File: config.mk
export PLATFORM = sky130hd
export DESIGN_NAME = uart_rx
export DESIGN_NICKNAME = d
export VERILOG_FILES = /design/src/rtl/uart_pkg.sv /design/src/rtl/sync_2ff.sv /design/src/rtl/uart_rx.sv
export SDC_FILE = /design/constraint.sdc
export NUM_CORES = 1
export LEC_CHECK = 0
export CAP_MARGIN = 20
export CORE_ASPECT_RATIO = 0.8
export CORE_MARGIN = 10
export CORE_UTILIZATION = 55
export DETAILED_ROUTE_END_ITERATION = 8
export PLACE_DENSITY = 0.76
export SLEW_MARGIN = 30
export SYNTH_ARGS = -nofsm -noshare
export SYNTH_HDL_FRONTEND = slang
export SYNTH_SLANG_ARGS = --single-unit
File: constraint.sdc
create_clock -name clk -period 2.9 [get_ports clk]
set_clock_uncertainty 0.05 [all_clocks]
set_input_delay 0.725 -clock clk [delete_from_list [all_inputs] [get_ports clk]]
set_output_delay 0.725 -clock clk [all_outputs]
set_load 0.01 [all_outputs]
File: src/rtl/uart_pkg.sv
// Shared UART definitions: rx FSM state encoding, frame geometry, default bit timing.
package uart_pkg;

   localparam int unsigned DATA_BITS            = 8;
   localparam int unsigned IDX_W                = 3;
   localparam int unsigned CLKS_PER_BIT_DEFAULT = 868;

   // Receiver FSM encoding
   localparam int unsigned      ST_W     = 3;
   localparam logic [ST_W-1:0]  S_IDLE   = 3'd0;
   localparam logic [ST_W-1:0]  S_START  = 3'd1;
   localparam logic [ST_W-1:0]  S_DATA   = 3'd2;
   localparam logic [ST_W-1:0]  S_PARITY = 3'd3;
   localparam logic [ST_W-1:0]  S_STOP   = 3'd4;
   localparam logic [ST_W-1:0]  S_BREAK  = 3'd5;

   typedef enum logic [ST_W-1:0] {
      ST_IDLE   = S_IDLE,
      ST_START  = S_START,
      ST_DATA   = S_DATA,
      ST_PARITY = S_PARITY,
      ST_STOP   = S_STOP,
      ST_BREAK  = S_BREAK
   } rx_state_e;

   // Even parity bit for a data byte (XOR of all data bits)
   function automatic logic even_parity(input logic [DATA_BITS-1:0] d);
      return ^d;
   endfunction

endpackage

File: src/rtl/sync_2ff.sv
// Two-flop synchronizer for a single asynchronous input, with a configurable reset value.
module sync_2ff #(
   parameter logic RST_VAL = 1'b0
) (
   input  logic clk,
   input  logic rst_n,
   input  logic d_i,
   output logic q_o
);

   logic meta_q;
   logic sync_q;

   // Two back-to-back flops; the first may go metastable, the second resolves it
   always_ff @(posedge clk or negedge rst_n) begin
      if (!rst_n) begin
         meta_q <= RST_VAL;
         sync_q <= RST_VAL;
      end else begin
         meta_q <= d_i;
         sync_q <= meta_q;
      end
   end

   assign q_o = sync_q;

endmodule

File: src/rtl/uart_rx.sv
// Asynchronous serial receiver, LSB first, 8N1 by default.
// Define UART_RX_PARITY_EN to receive 8E1 frames with a live parity_err pulse.
module uart_rx
   import uart_pkg::*;
#(
   parameter int unsigned CLKS_PER_BIT = CLKS_PER_BIT_DEFAULT
) (
   input  logic                 clk,
   input  logic                 rst_n,
   input  logic                 rx,
   output logic [DATA_BITS-1:0] data_out,
   output logic                 data_valid,
   output logic                 frame_err,
   output logic                 parity_err,
   output logic                 busy
);

   localparam int unsigned      TMR_W    = $clog2(CLKS_PER_BIT);
   localparam int unsigned      HALF_BIT = CLKS_PER_BIT / 2;
   localparam logic [TMR_W-1:0] TMR_LAST = TMR_W'(CLKS_PER_BIT - 1);
   localparam logic [TMR_W-1:0] TMR_MID  = TMR_W'(HALF_BIT - 1);
   localparam logic [IDX_W-1:0] IDX_LAST = IDX_W'(DATA_BITS - 1);

   logic                 rx_s;
   logic                 rx_prev_q;
   rx_state_e            state_q,      state_d;
   logic [TMR_W-1:0]     timer_q,      timer_d;
   logic [IDX_W-1:0]     idx_q,        idx_d;
   logic [DATA_BITS-1:0] shift_q,      shift_d;
   logic [DATA_BITS-1:0] data_out_q,   data_out_d;
   logic                 data_valid_q, data_valid_d;
   logic                 frame_err_q,  frame_err_d;
   logic                 busy_q,       busy_d;
   logic                 tmr_last;
`ifdef UART_RX_PARITY_EN
   logic                 par_err_q,    par_err_d;
   logic                 parity_err_q, parity_err_d;
`endif

   // Bring the asynchronous line into the clk domain; idle-high reset value
   sync_2ff #(
      .RST_VAL (1'b1)
   ) u_rx_sync (
      .clk   (clk),
      .rst_n (rst_n),
      .d_i   (rx),
      .q_o   (rx_s)
   );

   assign tmr_last = (timer_q == TMR_LAST);

   // Next-state, datapath and output-pulse decode
   always_comb begin
      state_d      = state_q;
      timer_d      = timer_q;
      idx_d        = idx_q;
      shift_d      = shift_q;
      data_out_d   = data_out_q;
      data_valid_d = 1'b0;
      frame_err_d  = 1'b0;
`ifdef UART_RX_PARITY_EN
      par_err_d    = par_err_q;
      parity_err_d = 1'b0;
`endif

      case (state_q)
         ST_IDLE: begin
            if (rx_prev_q && !rx_s) begin
               state_d = ST_START;
            end
         end

         ST_START: begin
            idx_d = IDX_W'(0);
            if (timer_q == TMR_MID) begin
               state_d = rx_s ? ST_IDLE : ST_DATA;
            end
         end

         ST_DATA: begin
            if (tmr_last) begin
               shift_d[idx_q] = rx_s;
               idx_d          = idx_q + IDX_W'(1);
               if (idx_q == IDX_LAST) begin
`ifdef UART_RX_PARITY_EN
                  state_d = ST_PARITY;
`else
                  state_d = ST_STOP;
`endif
               end
            end
         end

`ifdef UART_RX_PARITY_EN
         ST_PARITY: begin
            if (tmr_last) begin
               par_err_d = (rx_s != even_parity(shift_q));
               state_d   = ST_STOP;
            end
         end
`endif

         ST_STOP: begin
            if (tmr_last) begin
               if (!rx_s) begin
                  // Framing error outranks parity error
                  frame_err_d = 1'b1;
                  state_d     = ST_BREAK;
`ifdef UART_RX_PARITY_EN
               end else if (par_err_q) begin
                  parity_err_d = 1'b1;
                  state_d      = ST_IDLE;
`endif
               end else begin
                  data_valid_d = 1'b1;
                  data_out_d   = shift_q;
                  state_d      = ST_IDLE;
               end
            end
         end

         ST_BREAK: begin
            if (rx_s) begin
               state_d = ST_IDLE;
            end
         end

         default: begin
            state_d = ST_IDLE;
         end
      endcase

      // Bit timer restarts on every state entry and at each bit boundary
      if ((state_d != state_q) || tmr_last) begin
         timer_d = TMR_W'(0);
      end else if (state_q != ST_IDLE && state_q != ST_BREAK) begin
         timer_d = timer_q + TMR_W'(1);
      end

      busy_d = (state_d != ST_IDLE);
   end

   // State, datapath and registered outputs
   always_ff @(posedge clk or negedge rst_n) begin
      if (!rst_n) begin
         state_q      <= ST_IDLE;
         rx_prev_q    <= 1'b1;
         timer_q      <= TMR_W'(0);
         idx_q        <= IDX_W'(0);
         shift_q      <= DATA_BITS'(0);
         data_out_q   <= DATA_BITS'(0);
         data_valid_q <= 1'b0;
         frame_err_q  <= 1'b0;
         busy_q       <= 1'b0;
      end else begin
         state_q      <= state_d;
         rx_prev_q    <= rx_s;
         timer_q      <= timer_d;
         idx_q        <= idx_d;
         shift_q      <= shift_d;
         data_out_q   <= data_out_d;
         data_valid_q <= data_valid_d;
         frame_err_q  <= frame_err_d;
         busy_q       <= busy_d;
      end
   end

`ifdef UART_RX_PARITY_EN
   // Parity check result held across the stop bit, plus its output pulse
   always_ff @(posedge clk or negedge rst_n) begin
      if (!rst_n) begin
         par_err_q    <= 1'b0;
         parity_err_q <= 1'b0;
      end else begin
         par_err_q    <= par_err_d;
         parity_err_q <= parity_err_d;
      end
   end

   assign parity_err = parity_err_q;
`else
   assign parity_err = 1'b0;
`endif

   assign data_out   = data_out_q;
   assign data_valid = data_valid_q;
   assign frame_err  = frame_err_q;
   assign busy       = busy_q;

endmodule

# --- Word level (Yosys, flattened, before mapping) ---
# Cells that the tools add are included.
totals:
  register_bits: 38
  inputBits: 3
  output_inout_bits: 12
  word_cells: 60
classes:
  add_sub_neg: 2
  n_lt_le_gt_ge: 2
  eq_ne: 10
  n_mux: 22
  reduce_logical: 13
ops:
  columns: ["operator", "count"]
  rows:
  - ["$mux W3", 8]
  - ["$mux W10", 2]
  - ["$pmux W3 S5", 1]
  - ["$add A10 B1 Y10 const B", 1]
  - ["$eq A10 B10 Y1 const B", 1]
  - ["$eq A10 B9 Y1 const B", 1]
  - ["$eq A3 B3 Y1 const B", 3]
  - ["$bwmux W8", 1]
  - ["$mux W1", 7]
  - ["$pmux W3 S2", 1]
  - ["$reduce_bool A3 Y1", 2]
  - ["$lt A3 B4 Y1 const B", 1]
  - ["$reduce_and A2 Y1", 2]
  - ["$reduce_bool A2 Y1", 2]
  - ["$add A3 B1 Y3 const B", 1]
  - ["$demux W1 S3", 1]
  - ["$eq A3 B1 Y1 const B", 1]
  - ["$eq A3 B2 Y1 const B", 1]
  - ["$ge A3 B1 Y1 const B", 1]
  - ["$logic_and A1 B1 Y1", 3]
  - ["$logic_not A3 Y1", 1]
  - ["$ne A3 B3 Y1", 1]
  - ["$ne A3 B3 Y1 const B", 1]
  - ["$reduce_and A3 Y1", 1]
  - ["other kinds (4)", 4]

# --- Logic depth before layout (Yosys ltp) ---
# Gate-level depths: netlist (run 1).
depth:
  ltp_word: 7
  ltp_mapped: 7
  depth_no_buf: 7

# --- Cells and area by module ---
# From an unflattened synthesis (run 1), not the netlist that was laid out.
unflattened:
  cells_unflattened: 169
  hier_area_um2: 1938.1
modules_own_cells:
  columns: ["module", "instances", "cells_per_inst", "area_per_inst_um2", "seq_area_each_um2"]
  rows:
  - ["uart_rx", 1, 167, 1885.6, 902.1]
  - ["sync_2ff", 1, 2, 52.6, 52.6]

# --- Worst setup path before layout (run 1) ---
# OpenSTA, ideal clock, no wires.
synth_timing:
  kind: "reg2reg"
  start: "reg timer_q[2]"
  end: "reg shift_q[2]"
  setup_time_ns: 0.125
  arrival_time_ns: 2.183
  required_ns: 2.725
  path_slack_ns: 0.542
  stages_incl_launch_ff: 7
  n_path_buf: 1
  period_less_slack_ns: 2.358
  path_cell_list: "dfrtp_1 or3b_4 or3_1 buf_6 or3_4 nor3b_2 mux2_2"
synth_via:
  elab_chain_len: 2
synth_rtl:
  columns: ["item", "line", "source"]
  rows:
  - ["from (decl)", "uart_rx.sv:27", "logic [TMR_W-1:0] timer_q, timer_d;"]
  - ["from (signal assigned)", "uart_rx.sv:158", "timer_q <= timer_d;"]
  - ["$eq A10 B10 Y1", "uart_rx.sv:50", "assign tmr_last = (timer_q == TMR_LAST);"]
  - ["$reduce_and A2 Y1 (no line)", null, null]
  - ["to (signal assigned)", "uart_rx.sv:160", "shift_q <= shift_d;"]
  - ["to (decl)", "uart_rx.sv:29", "logic [DATA_BITS-1:0] shift_q, shift_d;"]
# Every way passes these cells.
# A chain may end at the register's enable or synchronous reset.

# --- Worst setup path after layout (run 1) ---
layout_timing:
  start: "reg timer_q[0]"
  end: "reg shift_q[1]"
# The elaborated chain is that of the path after synthesis.

==> out/metrics.cfg, run 1 <==
[hold_path]
hold_start = u_rx_sync.meta_q
worstHoldPathCells = 0
worstHoldPathType = reg -> reg
whs_endpoint = u_rx_sync.q_o

[placement]
place.detailed.hpwl_um = 2430
io_buffers = 13
dpl_cell_area_um2 = 1970
routabilityCongestion = 0.965

[global_routing]
global_route.usage.total_pct = 11.9
grtUsageMet1_pct = 16.4
grtUsageMet3_pct = 3.57
grt_max_degree = 39
grt_pass1_vias = 1199
grt-ovfl-total = 0
busiest_layer = met2
antenna_found_initial = 0
use_met2_pct = 16.8
grt_pass1_wl_um = 5960

[timing]
setup_viol = 0
tns_ns = 0
clock.fmax_mhz = 391
relSlewSlack_pct = 47.2
hold_ws_ns = 0.307
drv_slew = 0
grt_setup_unrepaired = false
fin_crit_sh_pct = 88.1
hold_viol_final = 0
min_period_ns = 2.55
tightest_slew_ns = 0.791

[drt]
drt-initial-drc-count = 120
drc = 0
wl_per_cell_um = 16.0
vias_per_cell = 5.95
dr.pass1.iters = 4
num_vias = 1302
ant_nets = 0
drt-total-wl_um = 3510

[worst_setup_path]
crit_chain = ha_1 -> nand4bb_1 -> or3_1 -> or3_4 -> nor3b_2 -> mux2_2
reg2reg_to = shift_q[1]
slowest_stage = or3_1
r2r_slack_ns = 0.35
crit_path_end_kind = register
cp-start-kind = register
crit_required_ns = 3.02
reg2reg_from = timer_q[0]
critical_path_arrival_ns = 2.68
worstRegToRegCells = 6
path_class = reg -> reg
worstPathMaxFanout = 7
slowest_delay_ns = 0.49

[layout]
final_area_um2 = 2080
antenna_cells = 0
syn2layout_area_growth_pct = 12.6
final_cell_mix = dfrtp_1 (35), mux2_2 (16), nor2_1 (15)
num-nets-final = 185
multiInputGateArea_um2 = 822
final_common_cell = dfrtp_1
fillers = 245
regArea_um2 = 955
layout-drive-gt1-share_pct = 20.1

[floorplan]
die_h_um = 71.9
pin_count = 15
start_util_pct = 58.7
die_w_um = 84.9
dieArea_um2 = 6100
coreArea_um2 = 3150
rows = 18

[power]
combPwrFrac_pct = 12.2
vdd_ir_drop_max_v = 0.000449
pwr-share-clk_pct = 36.9
power-per-cell-area_nw_per_um2 = 573
intPower_uw = 878
seqPwrFrac_pct = 50.9
leakagePower_uw = 0.000886
p_sw_uw = 317
swShare_pct = 26.5

[cts]
h-tree-depth = 2
cts_tree = built
cts_hold_buffers = 0
clockRootBuffer = clkbuf_8
path_clk_slew_ns = 0.08
post-cts-setup-buffer-count = 0
cts_resized = 0
clock_latency_ns = 0.29
cts_buffer_depth = 2
cts_buffers = 5
cts_num_sinks = 38

[synth]
synth_edf_count = 0
syn-mean-instance-area_um2 = 11.0
syn_inst = 168
ys_warn_count = 0
synthDistinctLibCells = 43
syn_area_um2 = 1850
yosys-top-cells-area = dfrtp_1 (47%), mux2_2 (9.7%), dfstp_2 (4.3%)
postSynthNetCount = 175
seq_area_frac_synth_pct = 51.6
synth_top_area_cell = dfrtp_1
ys_seq_elements = 38
netlist.area_leader.share_pct = 47.3
async_reset_ff_share_pct = 100
synthFlopType = dfrtp_1

[status]
run_status = finished clean

[run]
drv_cap = 0

## layout make-up
cell class                      count  share of cell area, %
Tap cell                           40                   2.40
Sequential cell                    38                   45.8
Clock buffer                        5                   3.30
Timing Repair Buffer               13                   6.00
Clock inverter                      3                   2.16
Inverter                            5                  0.900
Multi-Input combinational cell    115                   39.4
## logic make-up after synthesis
family,count (synthesis),synth area share (%)
compound gates,19,7.23
xor+xnor,10,4.73
fa+ha+maj,4,2.70
buf+inv,15,4.05
flops,38,51.6
mux,17,10.3
other cells,1,0.203
simple gates,64,19.3
## flip-flops by register name, indices dropped and copies added, names as in the netlist
signal            count
u_rx_sync.meta_q      1
idx_q                 3
rx_prev_q             1
state_q               3
shift_q               8
timer_q              10
u_rx_sync.q_o         1
data_out              8
data_valid            1
frame_err             1
busy                  1
## power groups by stage
stage,Sequential [uW],Combinational [uW],Clock (uW)
after floorplan,602,109,0
after global placement,611,137,0
after detailed placement,616,143,0
after CTS,606,144,450
after global routing,611,163,484
final,608,146,441
## worst max path at each step
stage                     startpoint    endpoint  slack, ns  cells after the start
after floorplan           timer_q[2]  shift_q[2]       0.54                      6
after global placement    timer_q[2]  shift_q[2]       0.50                      5
after detailed placement  timer_q[0]  shift_q[2]       0.43                      6
after CTS                 timer_q[0]  shift_q[1]       0.37                      6
after global routing      timer_q[0]  shift_q[1]       0.25                      6
final                     timer_q[0]  shift_q[1]       0.35                      6
## stage by stage
step	instances	power (uW)	setup WS [ns]	utilization (%)
global placement	211	748	0.500	62.5
detailed placement	211	759	0.433	62.5
CTS	219	1200	0.369	66.1
floorplan	168	711	0.542	-
global route	219	1260	0.247	66.1
finish	219	1190	0.345	66.1
## cell usage after synthesis (4+ instances only)
cell,count
a21oi_1,4
mux2_2,16
nor2_1,15
inv_1,4
ha_1,4
xor2_1,5
nand3_1,5
nand4_1,7
xnor2_1,5
clkbuf_1,5
dfrtp_1,35
nand2_1,11
nor3_1,7
## metal layers
metal	vias to the layer above	wire [um]
li1	610	-
met1	637	1640
met2	48	1570
met3	7	251
met4	0	57
met5	-	0
## critical path: cells and delay by family (launching register included)
family	cells	cell delay, ns
fa+ha+maj	1	0.28
mux	1	0.36
simple gates	4	1.31
flops	1	0.43
(Power assumes the default switching activity.)
==> run 2: changes to the inputs <==
--- a/config.mk
+++ b/config.mk
@@ -8,9 +8,9 @@
 export CAP_MARGIN = 20
 export CORE_ASPECT_RATIO = 0.8
 export CORE_MARGIN = 10
-export CORE_UTILIZATION = 55
+export CORE_UTILIZATION = 51
 export DETAILED_ROUTE_END_ITERATION = 8
-export PLACE_DENSITY = 0.76
+export PLACE_DENSITY = 0.74
 export SLEW_MARGIN = 30
 export SYNTH_ARGS = -nofsm -noshare
 export SYNTH_HDL_FRONTEND = slang
==> constraint.sdc (replaced) <==
create_clock -name clk -period 2.3 [get_ports clk]
set_clock_uncertainty 0.05 [all_clocks]
set_input_delay 0.575 -clock clk [delete_from_list [all_inputs] [get_ports clk]]
set_output_delay 0.575 -clock clk [all_outputs]
set_load 0.01 [all_outputs]
==> out/metrics.cfg, run 2 (synthesis results as in run 1) <==
[floorplan]
coreArea_um2 = 3470  ; +10%
rows = 19  ; +1
dieArea_um2 = 6460  ; +5.8%
die_w_um = 87.4  ; +2.9%
die_h_um = 73.9  ; +2.8%
pin_count = 15  ; unchanged
start_util_pct = 53.4  ; -5.4 points

[cts]
cts_buffers = 5  ; unchanged
cts_num_sinks = 38  ; unchanged
clock_latency_ns = 0.28  ; about the same
cts_tree = built
h-tree-depth = 2  ; unchanged
cts_buffer_depth = 2  ; unchanged
clockRootBuffer = clkbuf_8
cts_hold_buffers = 0  ; unchanged
path_clk_slew_ns = 0.07  ; about the same

[drt]
vias_per_cell = 5.79  ; -2.6%
drt-initial-drc-count = 112  ; -6.7%
dr.pass1.iters = 4  ; unchanged
drt-total-wl_um = 3840  ; +9.1%
ant_nets = 0  ; unchanged
drc = 0  ; unchanged
num_vias = 1372  ; +5.4%
wl_per_cell_um = 16.2  ; +0.85%

[timing]
drv_slew = 0  ; unchanged
tns_ns = 0  ; unchanged
tightest_slew_ns = 0.820  ; +0.0285 ns
hold_viol_final = 0  ; unchanged
setup_viol = 0  ; unchanged
fin_crit_sh_pct = 96.4  ; +8.3 points
relSlewSlack_pct = 45.3  ; -1.9 points
min_period_ns = 2.22  ; -0.338 ns
clock.fmax_mhz = 451  ; +15%
grt_setup_unrepaired = false
hold_ws_ns = 0.309  ; +0.00160 ns

[layout]
final_cell_mix = dfrtp_1 (35), nor2_1 (15), mux2_2 (15), buf_4 (15), clkdlybuf4s50_1 (12)
top_register = timer_q
layout-drive-gt1-share_pct = 26.2  ; +6.0 points
largest_reg_flops = 10  ; unchanged
syn2layout_area_growth_pct = 20.1
final_common_cell = dfrtp_1
num-nets-final = 201  ; +8.6%
antenna_cells = 0  ; unchanged

[worst_setup_path]
crit_path_end_kind = register
worstRegToRegCells = 5  ; -1
cp-start-kind = register
reg2reg_to = shift_q[0]
r2r_slack_ns = 0.08  ; -0.26 ns
reg2reg_from = timer_q[3]
path_class = reg -> reg
crit_required_ns = 2.42  ; -0.60 ns
worstPathMaxFanout = 4  ; -3
critical_path_arrival_ns = 2.33  ; -0.35 ns

[power]
vdd_ir_drop_max_v = 0.000451  ; +0.50%
swShare_pct = 25.5  ; -1.1 points
p_sw_uw = 397  ; +25%
pwr-share-clk_pct = 35.0  ; -1.9 points
power-per-cell-area_nw_per_um2 = 701  ; +22%
seqPwrFrac_pct = 47.2  ; -3.7 points
leakagePower_uw = 0.000975  ; +10%
combPwrFrac_pct = 17.8  ; +5.6 points
intPower_uw = 1160  ; +32%

[placement]
routabilityCongestion = 0.840  ; -13%
place.detailed.hpwl_um = 2710  ; +11%
io_buffers = 13  ; unchanged

[global_routing]
grt_max_degree = 39  ; unchanged
grt_pass1_wl_um = 6310  ; +5.8%
grt-ovfl-total = 0  ; unchanged
grt_pass1_vias = 1303  ; +8.7%
global_route.usage.total_pct = 12.2  ; +0.31 points
antenna_found_initial = 0  ; unchanged

[hold_path]
worstHoldPathCells = 0  ; unchanged
worstHoldPathType = reg -> reg
hold_start = u_rx_sync.meta_q
whs_endpoint = u_rx_sync.q_o

[status]
run_status = finished clean

[run]
drv_cap = 0  ; unchanged

-- run 2: cell types whose count changed in the layout (fill, tap and decap cells not counted) --
| cell | previous run | this run |
|---|---|---|
| clkbuf_1 | 0 | 2 |
| mux2_4 | 0 | 1 |
| buf_4 | 0 | 15 |
| clkinvlp_4 | 2 | 0 |
| o41ai_2 | 0 | 1 |
| mux2_2 | 16 | 15 |
| o41ai_1 | 1 | 0 |
| buf_12 | 0 | 1 |
-- run 2: power by group through the flow --
stage	registers, uW	logic [uW]	clock network, uW
2_1_floorplan	759	137	0
3_3_place_gp	747	249	0
3_5_place_dp	750	258	0
4_1_cts	739	261	552
5_1_grt	741	309	582
6_report	736	277	545
-- run 2: area by class of cell --
cell class | instances | area, um2
inverter | 5 | 18.8
tap | 42 | 52.6
timing repair buffer | 29 | 258
clock inverter | 1 | 30.0
multi-input combinational | 115 | 833
clock buffer | 7 | 76.3
sequential | 38 | 955
fill | 278 | 1250
-- run 2: layer usage --
layer,vias to the layer above,share of wire (%),GRT usage [%]
li1,642,-,-
met1,666,45,15.7
met2,58,46,19.1
met3,6,7.9,4.09
met4,0,1.1,3.53
met5,-,0,0
-- run 2: through the flow --
step | worst slack (ns) | std cells | utilization (%) | instance area (um2) | power [uW]
floorplan | -0.0213 | 168 | - | 1860 | 896
global placement | 0.116 | 226 | 60.1 | 2090 | 995
detailed placement | 0.0492 | 226 | 60.1 | 2090 | 1010
CTS | 0.0509 | 234 | 63.2 | 2190 | 1550
global route | 0.0280 | 237 | 64.1 | 2220 | 1630
finish | 0.0835 | 237 | 64.1 | 2220 | 1560
-- run 2: repair_timing --
| item | CTS | global route |
|---|---|---|
| setup endpoints to repair | 0 | 10 |
| buffers inserted | 0 | 3 |
| resized for setup | 0 | 1 |
-- run 2: critical path: stages (launching register included) --
cell and delay [ns]:
dfrtp_1 0.39, or3b_4 0.40, or3_1 0.33, or3_4 0.41, nor3_1 0.16, mux2_2 0.35
-- run 2: worst max path at each step --
stage               startpoint    endpoint
finish              timer_q[3]  shift_q[0]
global route         rx_prev_q  timer_q[1]
CTS                 timer_q[1]  shift_q[0]
detailed placement  timer_q[1]  shift_q[2]
global placement    timer_q[1]  shift_q[0]
floorplan           timer_q[3]  shift_q[2]
==> run 3: changes to the inputs <==
--- a/config.mk
+++ b/config.mk
@@ -5,6 +5,7 @@
 export SDC_FILE = /design/constraint.sdc
 export NUM_CORES = 1
 export LEC_CHECK = 0
+export ABC_AREA = 1
 export CAP_MARGIN = 20
 export CORE_ASPECT_RATIO = 0.8
 export CORE_MARGIN = 10
==> out/metrics.cfg, run 3 <==
[status]
run_status = finished clean

[power]
power-per-cell-area_nw_per_um2 = 771  ; +10%
finalPower_uw = 1670  ; +7.4%
vdd_ir_drop_max_v = 0.000500  ; +11%
leakagePower_uw = 0.00107  ; +9.7%

[layout]
stdcell_count = 278  ; +17%
regArea_um2 = 955  ; unchanged
largest_reg_flops = 10  ; unchanged
top_register = timer_q
syn2layout_area_growth_pct = 17.3
num-nets-final = 242  ; +20%
final_common_cell = nand2_1
multiInputGateArea_um2 = 795  ; -4.7%
layout-drive-gt1-share_pct = 16.1  ; -10 points
fillers = 306  ; +10%
antenna_cells = 0  ; unchanged
final_cell_mix = nand2_1 (65), dfrtp_1 (35), inv_1 (21)

[drt]
vias_per_cell = 5.00  ; -14%
drt-initial-drc-count = 104  ; -7.1%
wl_per_cell_um = 12.0  ; -26%
ant_nets = 0  ; unchanged
drc = 0  ; unchanged
drt-total-wl_um = 3320  ; -13%
dr.pass1.iters = 4  ; unchanged
num_vias = 1390  ; +1.3%

[cts]
cts_resized = 0  ; unchanged
h-tree-depth = 2  ; unchanged
path_clk_slew_ns = 0.08  ; about the same
clockRootBuffer = clkbuf_8
cts_num_sinks = 38  ; unchanged
cts_tree = built
cts_hold_buffers = 0  ; unchanged
cts_buffers = 5  ; unchanged
cts_buffer_depth = 2  ; unchanged
post-cts-setup-buffer-count = 0  ; unchanged
clock_latency_ns = 0.29  ; about the same

[synth]
synthFlopType = dfrtp_1
ys_warn_count = 0  ; unchanged
synth_edf_count = 0  ; unchanged
synthDistinctLibCells = 28  ; -35%
netlist.area_leader.share_pct = 47.3  ; about the same
seq_area_frac_synth_pct = 51.6  ; about the same
synth_top_family_by_area = simple AND/OR/NAND/NOR gates
syn_area_um2 = 1850  ; about the same
synthMuxAreaShare_pct = 0  ; -10 points
synth_xor_area_share_pct = 2.37  ; -2.4 points
postSynthNetCount = 222  ; +27%
yosys.area_share.simple_pct = 32.3  ; +13 points
synth.top_cells.by_count = nand2_1 (65), dfrtp_1 (35), inv_1 (21), nor2_1 (18), nand3_1 (13)
synth-compound-area-share_pct = 5.41  ; -1.8 points
async_reset_ff_share_pct = 100  ; unchanged
yosys-top-cells-area = dfrtp_1 (47%), nand2_1 (13%), dfstp_2 (4.3%)
ys_seq_elements = 38  ; unchanged
syn_inst = 215  ; +28%
synth_top_area_cell = dfrtp_1
synthAdderAreaFrac_pct = 2.70  ; about the same
syn-mean-instance-area_um2 = 8.61  ; -22%
yosysMostFrequentCell = nand2_1

[worst_setup_path]
critical_path_arrival_ns = 1.19  ; -1.14 ns
worstPathMaxFanout = 2  ; -2
cp_top_family = buffers and inverters
slowest_delay_ns = 0.55  ; +0.14 ns
crit_path_end_kind = primary output
crit_chain = clkdlybuf4s50_1
r2r_slack_ns = 0.56  ; +0.48 ns
cp-start-kind = register
reg2reg_from = timer_q[0]
slowest_stage = clkdlybuf4s50_1
reg2reg_to = data_out[2]
worstRegToRegCells = 8  ; +3
crit_buf_inv = 1  ; +1
path_class = reg -> out
crit_required_ns = 1.67  ; -0.75 ns

[hold_path]
worstHoldPathType = in -> async

[timing]
setup_viol = 0  ; unchanged
fin_crit_sh_pct = 79.1  ; -17 points
tns_ns = 0  ; unchanged
grt_setup_unrepaired = false
clock.fmax_mhz = 550  ; +22%
hold_viol_final = 0  ; unchanged
drv_slew = 0  ; unchanged
min_period_ns = 1.82  ; -0.398 ns

[floorplan]
pin_count = 15  ; unchanged
die_h_um = 73.9  ; about the same
coreArea_um2 = 3470  ; unchanged
rows = 19  ; unchanged
start_util_pct = 53.3  ; about the same
dieArea_um2 = 6450  ; about the same
die_w_um = 87.3  ; about the same

[global_routing]
antenna_found_initial = 0  ; unchanged
global_route.usage.total_pct = 11.4  ; -0.79 points
grt_pass1_wl_um = 5930  ; -5.9%
grt-ovfl-total = 0  ; unchanged
grt_max_degree = 39  ; unchanged
grt_pass1_vias = 1278  ; -1.9%

[placement]
io_buffers = 13  ; unchanged
dpl.cell_count = 270  ; +19%
routabilityCongestion = 0.819  ; -2.5%
place.detailed.hpwl_um = 2350  ; -13%

[run]
drv_cap = 0  ; unchanged

==> run 3: changes by cell type after synthesis, moves of 5 or more <==
cell | before | now
clkbuf_1 | 5 | 0
inv_1 | 4 | 21
mux2_2 | 16 | 0
nand2_1 | 11 | 65
nand2_2 | 0 | 5
nand3_1 | 5 | 13
nand4_1 | 7 | 2
nor3_1 | 7 | 2
o21ai_0 | 3 | 12
==> run 3: metal layers <==
layer  up-vias  track usage [%]  wire length, um
li1        712                -                -
met1       640             16.2             1630
met2        36             15.4             1420
met3         2             4.09              253
met4         0             4.24               19
met5         -                0                0
==> run 3: final cells by class <==
cell class	count	area share [%]
Sequential cell	38	44.0
Multi-Input combinational cell	151	36.6
Timing Repair Buffer	14	6.11
Inverter	25	4.32
Clock buffer	6	3.80
Clock inverter	2	2.77
Tap cell	42	2.42
==> run 3: worst reg2reg max path: stages (launching register included) <==
cell and delay, ns:
dfrtp_1 0.42, ha_1 0.23, nand2_1 0.08, nor2_2 0.15, nand3_2 0.13, nor2_4 0.24, inv_1 0.20, nand2_1 0.10
nand2_1 0.05
==> run 3: report_power, final <==
group / leakage (uW) / internal (uW) / switching [uW] / total, uW
logic: 0.000491 / 84.1 / 137 / 221
registers: 0.000508 / 709 / 45.0 / 754
clock network: 0.0000714 / 463 / 236 / 699
==> run 3: worst max-delay path by stage <==
stage | to | slack [ns] | startpoint | cells after the start
5_1_grt | data_out[7] | 0.31 | timer_q[0] | 8
3_3_place_gp | data_out[2] | 0.60 | timer_q[0] | 8
6_report | data_out[1] | 0.48 | data_out[1] | 1
4_1_cts | data_out[1] | 0.47 | data_out[1] | 1
3_5_place_dp | data_out[6] | 0.54 | timer_q[0] | 8
2_1_floorplan | shift_q[0] | 0.76 | timer_q[0] | 10
==> run 3: cell families (layout without fill, tap and decap cells) <==
group	count (synthesis)	in the layout
buffers and inverters	26	47
adder cells (fa/ha/maj)	4	4
AND/OR/NAND/NOR	122	122
flip-flops	38	38
AO/OA/AOI/OAI	19	19
other	1	1
XOR/XNOR	5	5
==> run 3: stage by stage <==
| step | hold slack, ns | setup WS [ns] | instance area, um2 | utilization [%] |
|---|---|---|---|---|
| global placement | 0.296 | 0.604 | 2030 | 58.4 |
| floorplan | 0.229 | 0.763 | 1850 | - |
| global route | 0.306 | 0.314 | 2170 | 62.5 |
| finish | 0.262 | 0.482 | 2170 | 62.5 |
| detailed placement | 0.299 | 0.540 | 2030 | 58.4 |
| CTS | 0.280 | 0.469 | 2170 | 62.5 |
